--- src/rtl/id_ex_stage.sv ---
// ID/EX pipeline register for the MIPS core.
// It also detects load-use hazards (stall plus bubble), applies branch/jump flushes and keeps saturating debug counters.
module id_ex_stage #(
  parameter int unsigned DATA_W = 16,
  parameter int unsigned REG_AW = 4,
  parameter int unsigned CNT_W  = 16
) (
  input  logic              clk,
  input  logic              rst,
  input  logic              id_valid,
  input  logic              id_regDest,
  input  logic              id_jump,
  input  logic              id_BranchEq,
  input  logic              id_BranchNeq,
  input  logic              id_BranchGt,
  input  logic              id_BranchLt,
  input  logic              id_memRead,
  input  logic              id_memToReg,
  input  logic              id_memWrite,
  input  logic              id_ALUsrc,
  input  logic              id_RegWrite,
  input  logic [3:0]        id_ALUop,
  input  logic [REG_AW-1:0] id_rs,
  input  logic [REG_AW-1:0] id_rt,
  input  logic [REG_AW-1:0] id_rd,
  input  logic [DATA_W-1:0] id_rs_data,
  input  logic [DATA_W-1:0] id_rt_data,
  input  logic [DATA_W-1:0] id_imm,
  input  logic [DATA_W-1:0] id_pc_next,
  input  logic              flush,
  output logic              ex_valid,
  output logic              ex_regDest,
  output logic              ex_jump,
  output logic              ex_BranchEq,
  output logic              ex_BranchNeq,
  output logic              ex_BranchGt,
  output logic              ex_BranchLt,
  output logic              ex_memRead,
  output logic              ex_memToReg,
  output logic              ex_memWrite,
  output logic              ex_ALUsrc,
  output logic              ex_RegWrite,
  output logic [3:0]        ex_ALUop,
  output logic [REG_AW-1:0] ex_rs,
  output logic [REG_AW-1:0] ex_rt,
  output logic [REG_AW-1:0] ex_write_reg,
  output logic [DATA_W-1:0] ex_rs_data,
  output logic [DATA_W-1:0] ex_rt_data,
  output logic [DATA_W-1:0] ex_imm,
  output logic [DATA_W-1:0] ex_pc_next,
  output logic              stall,
  output logic [CNT_W-1:0]  stall_count,
  output logic [CNT_W-1:0]  flush_count
);

  localparam int unsigned CTRL_W = 15;
  localparam logic [CNT_W-1:0] CNT_MAX = '1;

  logic [CTRL_W-1:0] r_ctrl;
  logic              r_valid;
  logic [REG_AW-1:0] r_rs, r_rt, r_write_reg;
  logic [DATA_W-1:0] r_rs_data, r_rt_data, r_imm, r_pc_next;
  logic [CNT_W-1:0]  r_stall_count, r_flush_count;

  logic              w_uses_rt;
  logic              w_haz;
  logic              w_stall;
  logic              w_load;
  logic [REG_AW-1:0] w_write_reg;
  logic [CTRL_W-1:0] w_id_ctrl;

  // Hazard detection and next-entry selection
  always_comb begin
    w_id_ctrl   = {id_regDest, id_jump, id_BranchEq, id_BranchNeq, id_BranchGt,
                   id_BranchLt, id_memRead, id_memToReg, id_memWrite, id_ALUsrc,
                   id_RegWrite, id_ALUop};
    w_uses_rt   = ~id_ALUsrc | id_memWrite | id_BranchEq | id_BranchNeq |
                  id_BranchGt | id_BranchLt;
    w_haz       = id_valid & r_valid & r_ctrl[8] & (r_write_reg != '0) &
                  ((r_write_reg == id_rs) | (w_uses_rt & (r_write_reg == id_rt)));
    w_stall     = w_haz & ~flush;
    w_load      = id_valid & ~flush & ~w_haz;
    w_write_reg = id_regDest ? id_rd : id_rt;
  end

  // Pipeline register; bubbles clear valid and control but hold the data fields
  always_ff @(posedge clk) begin
    if (rst) begin
      r_valid     <= 1'b0;
      r_ctrl      <= '0;
      r_rs        <= '0;
      r_rt        <= '0;
      r_write_reg <= '0;
      r_rs_data   <= '0;
      r_rt_data   <= '0;
      r_imm       <= '0;
      r_pc_next   <= '0;
    end else if (w_load) begin
      r_valid     <= 1'b1;
      r_ctrl      <= w_id_ctrl;
      r_rs        <= id_rs;
      r_rt        <= id_rt;
      r_write_reg <= w_write_reg;
      r_rs_data   <= id_rs_data;
      r_rt_data   <= id_rt_data;
      r_imm       <= id_imm;
      r_pc_next   <= id_pc_next;
    end else begin
      r_valid     <= 1'b0;
      r_ctrl      <= '0;
    end
  end

  // Saturating debug event counters
  always_ff @(posedge clk) begin
    if (rst) begin
      r_stall_count <= '0;
      r_flush_count <= '0;
    end else begin
      if (w_stall && (r_stall_count != CNT_MAX))
        r_stall_count <= r_stall_count + CNT_W'(1);
      if (flush && (r_flush_count != CNT_MAX))
        r_flush_count <= r_flush_count + CNT_W'(1);
    end
  end

  assign {ex_regDest, ex_jump, ex_BranchEq, ex_BranchNeq, ex_BranchGt,
          ex_BranchLt, ex_memRead, ex_memToReg, ex_memWrite, ex_ALUsrc,
          ex_RegWrite, ex_ALUop} = r_ctrl;
  assign ex_valid     = r_valid;
  assign ex_rs        = r_rs;
  assign ex_rt        = r_rt;
  assign ex_write_reg = r_write_reg;
  assign ex_rs_data   = r_rs_data;
  assign ex_rt_data   = r_rt_data;
  assign ex_imm       = r_imm;
  assign ex_pc_next   = r_pc_next;
  assign stall        = w_stall;
  assign stall_count  = r_stall_count;
  assign flush_count  = r_flush_count;

endmodule

--- config.mk ---
export PLATFORM = sky130hd
export DESIGN_NAME = id_ex_stage
export DESIGN_NICKNAME = d
export VERILOG_FILES = /design/src/rtl/id_ex_stage.sv
export SDC_FILE = /design/constraint.sdc
export NUM_CORES = 1
export LEC_CHECK = 0
export CORE_MARGIN = 4
export CORE_UTILIZATION = 43
export CTS_BUF_LIST = sky130_fd_sc_hd__clkbuf_4
export CTS_CLUSTER_DIAMETER = 120
export CTS_CLUSTER_SIZE = 8
export DETAILED_ROUTE_END_ITERATION = 10
export HOLD_SLACK_MARGIN = 0.05
export PLACE_DENSITY = 0.83
export SLEW_MARGIN = 10
export SYNTH_ARGS = -nofsm -noshare
export SYNTH_HDL_FRONTEND = slang
export SYNTH_SLANG_ARGS = --single-unit
--- constraint.sdc ---
create_clock -name clk -period 2.66 [get_ports clk]
set_input_delay 0.665 -clock clk [delete_from_list [all_inputs] [get_ports clk]]
set_output_delay 0.665 -clock clk [all_outputs]
set_load 0.005 [all_outputs]
==> flow_summary.json <==
{
  "numCtsBuffers": 17,
  "leakagePower_nw": 2.81,
  "hp-class": "in2reg",
  "critPathArrivalTime_ns": 1.93,
  "synth_edf_count": 0,
  "setup_violations": 0,
  "postRouteAntennaNets": 0,
  "grt_pass1_vias": 4831,
  "rsz0062_at_grt": "no",
  "syn_area_per_cell_um2": 8.44,
  "r2r_start": "stall_count[1]",
  "synth_top_family_by_area": "simple AND/OR/NAND/NOR gates",
  "avgViaCountPerCell": 5.14,
  "crit_path_cell_trace": "dlygate4sd2_1 > or4b_4 > nor3_4 > o41a_4 > nor2_4 > buf_2",
  "htree_levels": 4,
  "crit_path_top_delay_cell": "o41a_4",
  "synth_seq_cells": 124,
  "hold_buffers": 0,
  "min_from": "id_BranchNeq",
  "totalWireLength_um": 14500,
  "critPathKind": "in2out",
  "die_x_um": 114,
  "vias": 4975,
  "worstReg2RegEnd": "stall_count[15]",
  "boundaryPins": 220,
  "start_util": 0.441,
  "ys.flop_type": "dfxtp_1",
  "fmax_ghz": 0.385,
  "p_total_mw": 3.78,
  "gp_congestion": 0.872,
  "antenna_found_initial": 1,
  "holdPathStages": 2,
  "max-vdd-ir-drop_mv": 0.354,
  "yosys.area_share.xor_xnor": 0.0365,
  "rrSetupSlack_ns": 0.48,
  "path_delay_family": "compound AO/OA/AOI/OAI gates",
  "syn-num-nets": 666,
  "holdWs_ns": 0.386,
  "drive_gt1_frac": 0.109,
  "hold_viol": 0,
  "holdPathEnd": "r_ctrl[11]",
  "final.fill_count": 816,
  "numClockSinks": 124,
  "first_iter_violations": 320,
  "post-route-drc-count": 0,
  "async_flop_share": 0,
  "synth-compound-area-share": 0.130,
  "die-area_mm2": 0.0129,
  "worst_pin_slew_ns": 0.727,
  "synthSimpleGateAreaFrac": 0.261,
  "dr.pass1.iters": 5,
  "synth-adder-area-share": 0.00521,
  "cts_buffer_depth": 2,
  "core_area_mm2": 0.0109,
  "syn_area_mm2": 0.00480,
  "worst_path_largest_cell_delay_ns": 0.51,
  "numPortBuffers": 219,
  "cap_violations": 0,
  "outcome": "finished clean",
  "area_growth_pct": 59.8,
  "die_h_um": 114,
  "seq_area_frac_synth": 0.517,
  "cp_num_buf_inv": 2,
  "r2r_cells": 8,
  "multi_input_area_mm2": 0.00220,
  "slew_headroom": 0.515,
  "ys_types": 46,
  "cts_root_buffer": "clkbuf_4",
  "dpl-instance-area_mm2": 0.00734,
  "finalMaxSlewViolations": 0,
  "fin_crit_sh": 0.977,
  "fin_skew_ns": 0.0140,
  "insertion_delay_ns": 0.51,
  "p_per_area_mw_per_mm2": 492,
  "dp_hpwl_um": 10900,
  "grt_max_degree": 66,
  "final_common_cell": "clkdlybuf4s50_1",
  "rows": 38,
  "layout_common_cells": "clkdlybuf4s50_1 (207), nand2_1 (156), dfxtp_1 (122)",
  "required_ns": 2.00,
  "worst_setup_path_end_kind": "primary output",
  "grt_remaining_overflow": 0,
  "grt_pass1_wl_um": 23000,
  "cts_tree": "done",
  "dp.cells": 932,
  "stdcell_count": 967,
  "fin_crit_ns": 2.60,
  "path_clk_slew_ns": 0.10,
  "finalNetCount": 910,
  "path_max_fanout": 2,
  "routedWlPerCell_um": 15.0,
  "syn-instance-count": 569,
  "synthMuxAreaShare": 0.0128,
  "final_area_mm2": 0.00767,
  "seq_area_mm2": 0.00249,
  "cp-start-kind": "input port",
  "ys_warn_count": 0,
  "grtUsageTotal": 0.221
}
-- worst max path at each step --
| stage | start | to | slack [ns] | cells past startpoint |
|---|---|---|---|---|
| 2_1_floorplan | id_memWrite | stall | 0.33 | 4 |
| 3_3_place_gp | id_BranchEq | stall | -0.71 | 6 |
| 3_5_place_dp | id_rt[0] | stall | -0.72 | 6 |
| 4_1_cts | ex_write_reg[0] | stall | 0.004 | 5 |
| 5_1_grt | id_rs[3] | stall | 0.003 | 6 |
| 6_report | id_ALUsrc | stall | 0.06 | 6 |
-- final cells by class --
type | instances | share of cell area
repair buffers | 256 | 0.328
flip-flops and latches | 124 | 0.325
multi-input cells | 410 | 0.286
well taps | 140 | 0.0228
clock buffers | 20 | 0.0196
clock inverters | 12 | 0.0166
inverters | 4 | 0.00196
diodes | 1 | 0.000326
-- metal layers --
metal / vias up / GRT usage / share of wire / wire [um]
met4: 0 / 0.0962 / 0.021 / 298
met2: 224 / 0.380 / 0.49 / 7150
met1: 2313 / 0.245 / 0.39 / 5660
li1: 2413 / - / - / -
met3: 25 / 0.0801 / 0.097 / 1400
met5: - / 0 / 0 / 0
-- what timing repair did --
action / in CTS / in global routing
setup buffers: 2 / 0
endpoints found under the setup margin: 1 / 1
resized for setup: 29 / 6
pin swaps: 8 / 5
cloned: 0 / 0
-- power by group --
group	switching, mW	leakage, nW	internal [mW]
Clock	0.631	0.156	0.660
Sequential	0.0372	1.01	1.92
Combinational	0.206	1.64	0.323
Total	0.875	2.81	2.90
-- synthesized netlist by cell type, types with 4 or more instances --
cell	n	area share
a211oi_2	4	0.010
a21oi_1	83	0.087
and2_1	16	0.021
and3_1	6	0.0078
buf_2	9	0.0094
buf_4	8	0.013
clkbuf_1	11	0.0086
dfxtp_1	124	0.52
inv_1	4	0.0031
mux2i_1	5	0.010
nand2_1	157	0.12
nand3_1	15	0.016
nand4_1	10	0.013
nor2_1	26	0.020
nor2b_1	6	0.0078
nor3_1	13	0.014
nor4_1	6	0.0078
o21ai_0	6	0.0063
or4_1	4	0.0063
xnor2_1	15	0.027
xor2_1	5	0.0091
-- through the flow --
step	worst slack (ns)	setup TNS [ns]	utilization
after floorplan	0.330	0	-
after global placement	-0.710	-20.90	0.674
after detailed placement	-0.721	-24.46	0.674
after CTS	0.00350	0	0.703
after global routing	0.00321	0	0.705
final	0.0623	0	0.705
-- cell families (layout without fill, tap and decap cells) --
logic type,Yosys count,count (layout)
other,0,1
flip-flops,124,124
AO/OA/AOI/OAI,108,108
adder cells (fa/ha/maj),2,2
XOR/XNOR,20,20
multiplexers,6,6
AND/OR/NAND/NOR,274,274
buffers and inverters,35,292
Note: power is estimated with default switching activity, not from simulation.
